## config.mk

```make
export PLATFORM = sky130hd
export DESIGN_NAME = spi_data_register_flat
export DESIGN_NICKNAME = d
export VERILOG_FILES = /design/src/rtl/spi_data_register_if.sv /design/src/rtl/spi_data_register.sv /design/src/flat_wrapper.sv
export SDC_FILE = /design/constraint.sdc
export NUM_CORES = 1
export LEC_CHECK = 0
export ABC_AREA = 1
export CORE_UTILIZATION = 40
export DETAILED_ROUTE_END_ITERATION = 16
export HOLD_SLACK_MARGIN = 0.03
export PLACE_DENSITY = 0.85
export SYNTH_ARGS = -nofsm -noshare
export SYNTH_HDL_FRONTEND = slang
export SYNTH_SLANG_ARGS = --single-unit
```

## constraint.sdc

```tcl
create_clock -name clk -period 1.3 [get_ports clk]
set_clock_uncertainty 0.15 [all_clocks]
set_input_delay 0.13 -clock clk [delete_from_list [all_inputs] [get_ports clk]]
set_output_delay 0.13 -clock clk [all_outputs]
set_load 0.005 [all_outputs]
```

## src/rtl/spi_data_register_if.sv

```systemverilog
// Bus between the SPI receiver and its output holding register.
// Handshake: out_valid is a one-cycle strobe with no ready; every strobe marks
// a fresh out/status pair, and the consumer must take it that cycle.
interface spi_data_register_if;
    logic        new_data;
    logic [23:0] in;
    logic [15:0] out;
    logic [7:0]  status;
    logic        out_valid;
    logic        overrun;

    // SPI receiver side: supplies the frame and the frame-complete flag
    modport master (
        output new_data,
        output in,
        input  out,
        input  status,
        input  out_valid,
        input  overrun
    );

    // Holding register side
    modport slave (
        input  new_data,
        input  in,
        output out,
        output status,
        output out_valid,
        output overrun
    );
endinterface

```

## src/rtl/spi_data_register.sv

```systemverilog
// Output holding register for the SPI temperature-sensor receive path.
// The asynchronous new_data flag is synchronized and rising-edge detected;
// each detected edge latches the measurement word and trailer byte from the
// frame and emits a one-cycle out_valid strobe. The frame bus itself is not
// synchronized: the receiver keeps it stable until the capture has happened.
module spi_data_register #(
    parameter int SYNC_STAGES = 2
) (
    input logic               clk,
    input logic               rst_n,
    spi_data_register_if.slave bus
);

    logic [SYNC_STAGES-1:0] sync_q;
    logic                   hist_q;
    logic                   cap;
    logic [15:0]            out_q;
    logic [7:0]             status_q;
    logic                   out_valid_q;
    logic                   overrun_q;

    // Synchronizer chain on new_data plus one history flop for edge detect
    always_ff @(posedge clk or negedge rst_n) begin
        if (!rst_n) begin
            sync_q <= '0;
            hist_q <= 1'b0;
        end else begin
            sync_q <= {sync_q[SYNC_STAGES-2:0], bus.new_data};
            hist_q <= sync_q[SYNC_STAGES-1];
        end
    end

    // Rising edge of the synchronized flag; falling edges are ignored
    assign cap = sync_q[SYNC_STAGES-1] & ~hist_q;

    // Capture the frame fields and strobe out_valid for one cycle per edge
    always_ff @(posedge clk or negedge rst_n) begin
        if (!rst_n) begin
            out_q       <= 16'h0000;
            status_q    <= 8'h00;
            out_valid_q <= 1'b0;
        end else begin
            out_valid_q <= cap;
            if (cap) begin
                out_q    <= bus.in[23:8];
                status_q <= bus.in[7:0];
            end
        end
    end

    // Sticky flag: a new capture landed while the previous strobe was still up
    always_ff @(posedge clk or negedge rst_n) begin
        if (!rst_n) begin
            overrun_q <= 1'b0;
        end else if (cap && out_valid_q) begin
            overrun_q <= 1'b1;
        end
    end

    assign bus.out       = out_q;
    assign bus.status    = status_q;
    assign bus.out_valid = out_valid_q;
    assign bus.overrun   = overrun_q;

endmodule

```

## src/flat_wrapper.sv

```systemverilog
// flat-port wrapper written by rule: the top's interface ports become plain ports
module spi_data_register_flat 
#(
    parameter int SYNC_STAGES = 2
)
  (clk, rst_n, bus_new_data, bus_in, bus_out, bus_status, bus_out_valid, bus_overrun);
  spi_data_register_if bus_i ();
  input logic clk;
  input logic rst_n;
  input wire logic [$bits(bus_i.new_data)-1:0] bus_new_data;
  input wire logic [$bits(bus_i.in)-1:0] bus_in;
  output wire logic [$bits(bus_i.out)-1:0] bus_out;
  output wire logic [$bits(bus_i.status)-1:0] bus_status;
  output wire logic [$bits(bus_i.out_valid)-1:0] bus_out_valid;
  output wire logic [$bits(bus_i.overrun)-1:0] bus_overrun;
  assign bus_i.new_data = bus_new_data;
  assign bus_i.in = bus_in;
  assign bus_out = bus_i.out;
  assign bus_status = bus_i.status;
  assign bus_out_valid = bus_i.out_valid;
  assign bus_overrun = bus_i.overrun;
  spi_data_register #(.SYNC_STAGES(SYNC_STAGES)) u_core (.clk(clk), .rst_n(rst_n), .bus(bus_i));
endmodule
```

Word level (Yosys, flattened, before mapping)
Index checks and enable logic that the tools add are counted.
{ "classes": {"n_bitwise": 2, "reduce_logical": 1} }
{ "ops": {"columns": ["operator", "n"], "rows": [
  ["1-bit bitwise AND", 1],
  ["1-bit logical AND", 1],
  ["1-bit NOT", 1]
]} }
{ "totals": {"register_bits": 29, "input_bits": 27} }

Longest topological paths before layout
Gate-level depths: netlist of run 1.
{ "depth": {"word_depth": 3, "mapped_depth": 5, "ltp_nobuf": 4} }

Worst setup path before layout of run 1
Ideal clock, no wire load.
{ "synth_path": {"kind": "register -> register", "from": "register u_core.sync_q[1]", "to": "register u_core.out_q[11] (netlist: u_core.bus.out[11])", "setup_ns": 0.116, "arrival_ns": 0.774, "required_ns": 1.034, "slack_ns": 0.259, "stages_incl_launch_ff": 5, "path_buffers": 2, "period_less_slack_ns": 1.041, "path_cell_list": "dfrtp_1 > buf_6 > buf_4 > nand3_1 > nand2_1"} }
{ "synth_between": {"elab_chain_cells": 1} }
{ "synth_lines": {"columns": ["element", "line", "rtl"], "rows": [
  ["start, declared", "spi_data_register.sv:14", "logic [SYNC_STAGES-1:0] sync_q;"],
  ["start signal, assigned", "spi_data_register.sv:28", "sync_q <= {sync_q[SYNC_STAGES-2:0], bus.new_data};"],
  ["1-bit bitwise AND", "spi_data_register.sv:34", "assign cap = sync_q[SYNC_STAGES-1] & ~hist_q;"],
  ["end signal, assigned", "spi_data_register.sv:45", "out_q <= bus.in[23:8];"],
  ["end, declared", "spi_data_register.sv:17", "logic [15:0] out_q;"]
]} }
Every way passes these cells.
A chain may end at the register's enable or synchronous reset.

Worst setup path after layout of run 1
{ "layout_path": {"from": "register u_core.out_q[3] (netlist: u_core.bus.out[3])", "to": "output port bus_out[3]"} }
{ "layout_lines": {"columns": ["element", "line", "rtl"], "rows": [
  ["end, declared", "flat_wrapper.sv:12", "output wire logic [$bits(bus_i.out)-1:0] bus_out;"]
]} }
No word-level cell between the ends.

==> results of run 1 <==
kinds of logic (layout without fill, tap and decap cells):
group                  Yosys count  in the layout  synth area share (%)
buffers and inverters           10             81                  7.02
DFF                             29             29                  62.6
and+or+nand+nor                 75             75                  30.3
how the worst max path moves through the flow:
stage                     depth (start not counted)              endpoint  slack, ns                 start
after floorplan                                   4    u_core.bus.out[11]       0.26      u_core.sync_q[1]
after global placement                            3  u_core.bus.status[5]       0.17      u_core.sync_q[1]
after detailed placement                          3    u_core.bus.out[15]       0.11      u_core.sync_q[1]
after CTS                                         1            bus_out[8]       0.03     u_core.bus.out[8]
after global routing                              1         bus_status[4]      0.002  u_core.bus.status[4]
final                                             1            bus_out[3]       0.05     u_core.bus.out[3]
sequential cells by signal, indices dropped and copies added (netlist names):
name / flops
u_core.bus.out: 16
u_core.bus.out_valid: 1
u_core.bus.overrun: 1
u_core.bus.status: 8
u_core.hist_q: 1
u_core.sync_q: 2
per-stage QoR:
step	area (um^2)	hold WS [ns]	std cells	total power (W)	utilization [%]
5_1_grt	1820	0.0896	216	0.00216	66.1
3_3_place_gp	1700	0.211	195	0.00154	61.7
2_1_floorplan	1160	-0.316	114	0.00123	-
6_report	1820	0.107	216	0.00202	66.1
4_1_cts	1820	0.0945	216	0.00204	65.9
3_5_place_dp	1700	0.203	195	0.00156	61.7
cell usage in the layout (no fill, tap or decap), drive strengths merged:
cell type and instances:
nand2 50, clkbuf 8, dlygate4sd3 1, dfrtp 29, dlygate4sd2 21, inv 3
clkdlybuf4s50 26, clkdlybuf4s15 5, buf 17, nand3 25
power groups by stage:
| stage | Sequential (W) | Clock, W | Combinational (W) |
|---|---|---|---|
| 2_1_floorplan | 0.00109 | 0 | 0.000142 |
| 3_3_place_gp | 0.00108 | 0 | 0.000454 |
| 3_5_place_dp | 0.00109 | 0 | 0.000466 |
| 4_1_cts | 0.00106 | 0.000510 | 0.000474 |
| 5_1_grt | 0.00108 | 0.000561 | 0.000518 |
| 6_report | 0.00106 | 0.000490 | 0.000470 |
layout make-up:
cell class	count	area, um^2
clock buffers	8	48.8
repair buffers	70	644
inverters	3	13.8
fillers	232	935
well taps	31	38.8
multi-input cells	75	352
flip-flops and latches	29	726
metal layers:
metal	vias to the layer above	wire length [um]	track usage [%]
li1	502	-	-
met1	484	1090	21.9
met5	-	0	0
met3	5	216	7.44
met2	41	1330	32.9
met4	0	46	8.36
timing repair:
action | 4_1_cts | 5_1_grt
gates resized for setup | 26 | 5
endpoints found under the hold margin | 29 | 0
endpoints found under the setup margin | 26 | 5
setup buffers | 12 | 0
hold buffers | 1 | 0
gates cloned | 0 | 0
pin swaps | 0 | 0
==> results.json, run 1 <==
{
  "whs_path_depth": 1,
  "post-route-period-util_pct": 96.3,
  "hold_class": "primary input to flop",
  "hold_viol": 0,
  "synth_area_um2": 1160,
  "max-cap-violations": 0,
  "power_switching_w": 0.000517,
  "r2r-end": "u_core.bus.out[15]",
  "syn-num-nets": 141,
  "outcome": "finished clean",
  "pwr-share-comb_pct": 23.3,
  "cts_buffers": 5,
  "place_congestion": 0.762,
  "swShare_pct": 25.6,
  "synthCells": 114,
  "crit_buf_inv": 1,
  "required_ns": 1.02,
  "area_delta_synth_final_pct": 57.3,
  "tightest_slew_ns": 0.340,
  "pre_cts_slack_ns": 0.110,
  "groute.usage.overall_pct": 19.4,
  "die_area_um2": 3120,
  "synthArstFlopShare_pct": 100,
  "wl_mm": 2.68,
  "start_util_pct": 42.0,
  "vias": 1032,
  "io_pins": 53,
  "n_antenna_cell": 0,
  "die_w_um": 55.8,
  "path_clk_slew_ns": 0.07,
  "synth_seq_area_share_pct": 62.6,
  "pwr-share-seq_pct": 52.5,
  "synth_top_area_share_pct": 62.6,
  "rows": 19,
  "min_from": "bus_new_data",
  "root_buffer": "clkbuf_4",
  "viasPerCell": 4.78,
  "slowest_delay_ns": 0.40,
  "end_kind": "output pin",
  "clock-sinks": 29,
  "critPathKind": "flop to output pin",
  "grt_pass1_vias": 1052,
  "synth_edf_count": 0,
  "grt_antenna_before_repair": 0,
  "setup-violations-final": 0,
  "core-area_um2": 2760,
  "r2r_slack_ns": 0.11,
  "synth-seq-cells": 29,
  "timing.rr.start": "u_core.sync_q[1]",
  "max-vdd-ir-drop_mv": 0.918,
  "die_y_um": 55.8,
  "yosysWarnings": 0,
  "layout.nets": 211,
  "hpwl_mm": 1.90,
  "insertion_delay_ns": 0.31,
  "setup_tns_ns": 0,
  "drc": 0,
  "synth_ff_type": "dfrtp_1",
  "cts_tree": "yes",
  "dr.first_iter.drc_count": 19,
  "r2r_cells": 3,
  "slew_violations": 0,
  "avgSynthCellArea_um2": 10.2,
  "grt-ovfl-total": 0,
  "ctsLongestPathBuffers": 2,
  "p_clk_share_pct": 24.3,
  "grt_pass1_wl_mm": 4.62,
  "worst_path_max_delay_cell": "dfrtp_1",
  "synthTopCellsByCount": "nand2_1 (40), dfrtp_1 (29), nand3_1 (25), nand2_2 (9), buf_6 (4)",
  "power.density_nw_per_um2": 1110,
  "clock.fmax_mhz": 799,
  "first_pass_iters": 4,
  "ys_types": 9,
  "critPathMaxFanout": 2,
  "arrival_ns": 0.97,
  "maxSlewHeadroom_pct": 77.3,
  "internal_power_w": 0.00150,
  "cp_top_family": "flip-flops",
  "p_leak_nw": 0.955,
  "hold_end": "u_core.sync_q[0]",
  "wl_per_cell_um": 12.4,
  "h-tree-depth": 2,
  "cp-start-kind": "flop",
  "rsz0062_at_grt": "no",
  "io_buffers": 52,
  "critical_path.cell_chain": "dlygate4sd2_1",
  "synth_most_common_cell": "nand2_1",
  "grt_max_degree": 30,
  "yosys-top-cells-area": "dfrtp_1 (63%), nand2_1 (13%), nand3_1 (11%)",
  "drive_above_1_share_pct": 17.8,
  "fin_ws_ns": 0.0486,
  "final_antenna_net_count": 0,
  "yosysTopAreaCell": "dfrtp_1",
  "period_minus_slack_ns": 1.25
}
Note: power is estimated with default switching activity, not from simulation.
==> run 2, diff against run 1 <==
--- a/config.mk
+++ b/config.mk
@@ -6,10 +6,13 @@
 export NUM_CORES = 1
 export LEC_CHECK = 0
 export ABC_AREA = 1
-export CORE_UTILIZATION = 40
+export CELL_PAD_IN_SITES_DETAIL_PLACEMENT = 0
+export CELL_PAD_IN_SITES_GLOBAL_PLACEMENT = 1
+export CORE_UTILIZATION = 29
 export DETAILED_ROUTE_END_ITERATION = 16
 export HOLD_SLACK_MARGIN = 0.03
-export PLACE_DENSITY = 0.85
+export PLACE_DENSITY = 0.84
+export SKIP_LAST_GASP = 1
 export SYNTH_ARGS = -nofsm -noshare
 export SYNTH_HDL_FRONTEND = slang
 export SYNTH_SLANG_ARGS = --single-unit
==> results.json, run 2 (same netlist as run 1, synthesis figures left out) <==
{
  "n_antenna_cell": 0,
  "slew_violations": 0,
  "final_antenna_net_count": 0,
  "swShare_pct": 24.1,
  "pwr-share-comb_pct": 20.4,
  "post-route-period-util_pct": 92.5,
  "hold_viol": 0,
  "clock.fmax_mhz": 831,
  "max-cap-violations": 0,
  "hpwl_mm": 1.90,
  "root_buffer": "clkbuf_8",
  "end_kind": "output pin",
  "die_y_um": 65.2,
  "path_clk_slew_ns": 0.06,
  "grt-ovfl-total": 0,
  "setup_tns_ns": 0,
  "arrival_ns": 0.92,
  "grt_pass1_vias": 927,
  "worst_path_max_delay_cell": "dfrtp_1",
  "vias": 968,
  "critPathKind": "flop to output pin",
  "wl_per_cell_um": 11.6,
  "cts_buffers": 5,
  "max-vdd-ir-drop_mv": 0.439,
  "core-area_um2": 3740,
  "period_minus_slack_ns": 1.20,
  "power_switching_w": 0.000526,
  "critPathMaxFanout": 2,
  "largest_reg_flops": 16,
  "grt_antenna_before_repair": 0,
  "drc": 0,
  "grt_max_degree": 30,
  "internal_power_w": 0.00165,
  "crit_buf_inv": 1,
  "maxSlewHeadroom_pct": 83.6,
  "grt_pass1_wl_mm": 4.22,
  "power.density_nw_per_um2": 1190,
  "wl_mm": 2.65,
  "finish.utilization_pct": 49.1,
  "final_common_cell": "nand2_1",
  "critical_path.cell_chain": "dlygate4sd2_1",
  "clock-sinks": 29,
  "final_cell_mix": "nand2_1 (40), dfrtp_1 (29), clkdlybuf4s50_1 (26), dlygate4sd2_1 (26), nand3_1 (25)",
  "die_w_um": 65.2,
  "insertion_delay_ns": 0.27,
  "io_buffers": 52,
  "p_leak_nw": 0.952,
  "required_ns": 1.02,
  "io_pins": 53,
  "place_congestion": 0.669,
  "rsz0062_at_grt": "no",
  "slowest_delay_ns": 0.38,
  "groute.usage.overall_pct": 13.4,
  "cp-start-kind": "flop",
  "pwr-share-seq_pct": 48.8,
  "viasPerCell": 4.23,
  "ctsLongestPathBuffers": 2,
  "tightest_slew_ns": 0.246,
  "p_clk_share_pct": 30.8,
  "first_pass_iters": 4,
  "die_area_um2": 4250,
  "setup-violations-final": 0,
  "start_util_pct": 30.9,
  "h-tree-depth": 2,
  "area_delta_synth_final_pct": 58.5,
  "drive_above_1_share_pct": 16.6,
  "rows": 22,
  "cts_tree": "yes",
  "dr.first_iter.drc_count": 23,
  "cp_top_family": "flip-flops",
  "outcome": "finished clean",
  "layout.nets": 207,
  "hold_class": "primary input to async pin"
}
## run 2: metrics by stage
stage	cells	instance area [um^2]	setup WS, ns	power [W]	hold WS, ns
4_1_cts	229	1840	0.0791	0.00222	0.0849
3_3_place_gp	213	1730	0.167	0.00154	0.186
5_1_grt	229	1840	0.0513	0.00231	0.0957
3_5_place_dp	213	1730	0.162	0.00156	0.203
6_report	229	1840	0.0973	0.00218	0.0778
2_1_floorplan	114	1160	0.259	0.00123	-0.316
## run 2: layout make-up
cell class / count / area (um^2)
fill: 369 / 1910
clock buffer: 8 / 80.1
sequential: 29 / 726
timing repair buffer: 66 / 606
tap: 48 / 60.1
multi-input combinational: 75 / 352
inverter: 3 / 13.8
## run 2: path summary, 6_finish.rpt
path                       cells past startpoint  slack (ns)                    to                 start
setup reg to reg                               4        0.20    u_core.bus.out[15]         u_core.hist_q
hold / removal                                 2        0.08  u_core.bus.status[5]                 rst_n
max in group asynchronous                      2        0.76  u_core.bus.status[4]                 rst_n
min in group clk                               1        0.15      u_core.sync_q[0]          bus_new_data
setup / recovery                               1         0.1         bus_out_valid  u_core.bus.out_valid
hold reg to reg                                0        0.21      u_core.sync_q[1]      u_core.sync_q[0]
## run 2: routing by layer
layer  share of wire [%]  vias up  global-route usage (%)
li1                    -      494                       -
met5                   0        -                       0
met3                 8.0        2                    4.51
met4                0.41        0                    4.89
met1                  44      432                    15.7
met2                  48       40                    22.7
## run 2: what timing repair did
action,CTS,global route
setup endpoints to repair,26,0
hold buffers,0,0
resized for setup,26,0
endpoints found under the hold margin,0,0
setup buffers,8,0
## run 2: power groups by stage
stage / clock network (W) / logic, W / registers (W)
CTS: 0.000701 / 0.000453 / 0.00106
detailed placement: 0 / 0.000471 / 0.00109
global placement: 0 / 0.000464 / 0.00108
floorplan: 0 / 0.000142 / 0.00109
finish: 0.000671 / 0.000445 / 0.00106
global route: 0.000745 / 0.000493 / 0.00108
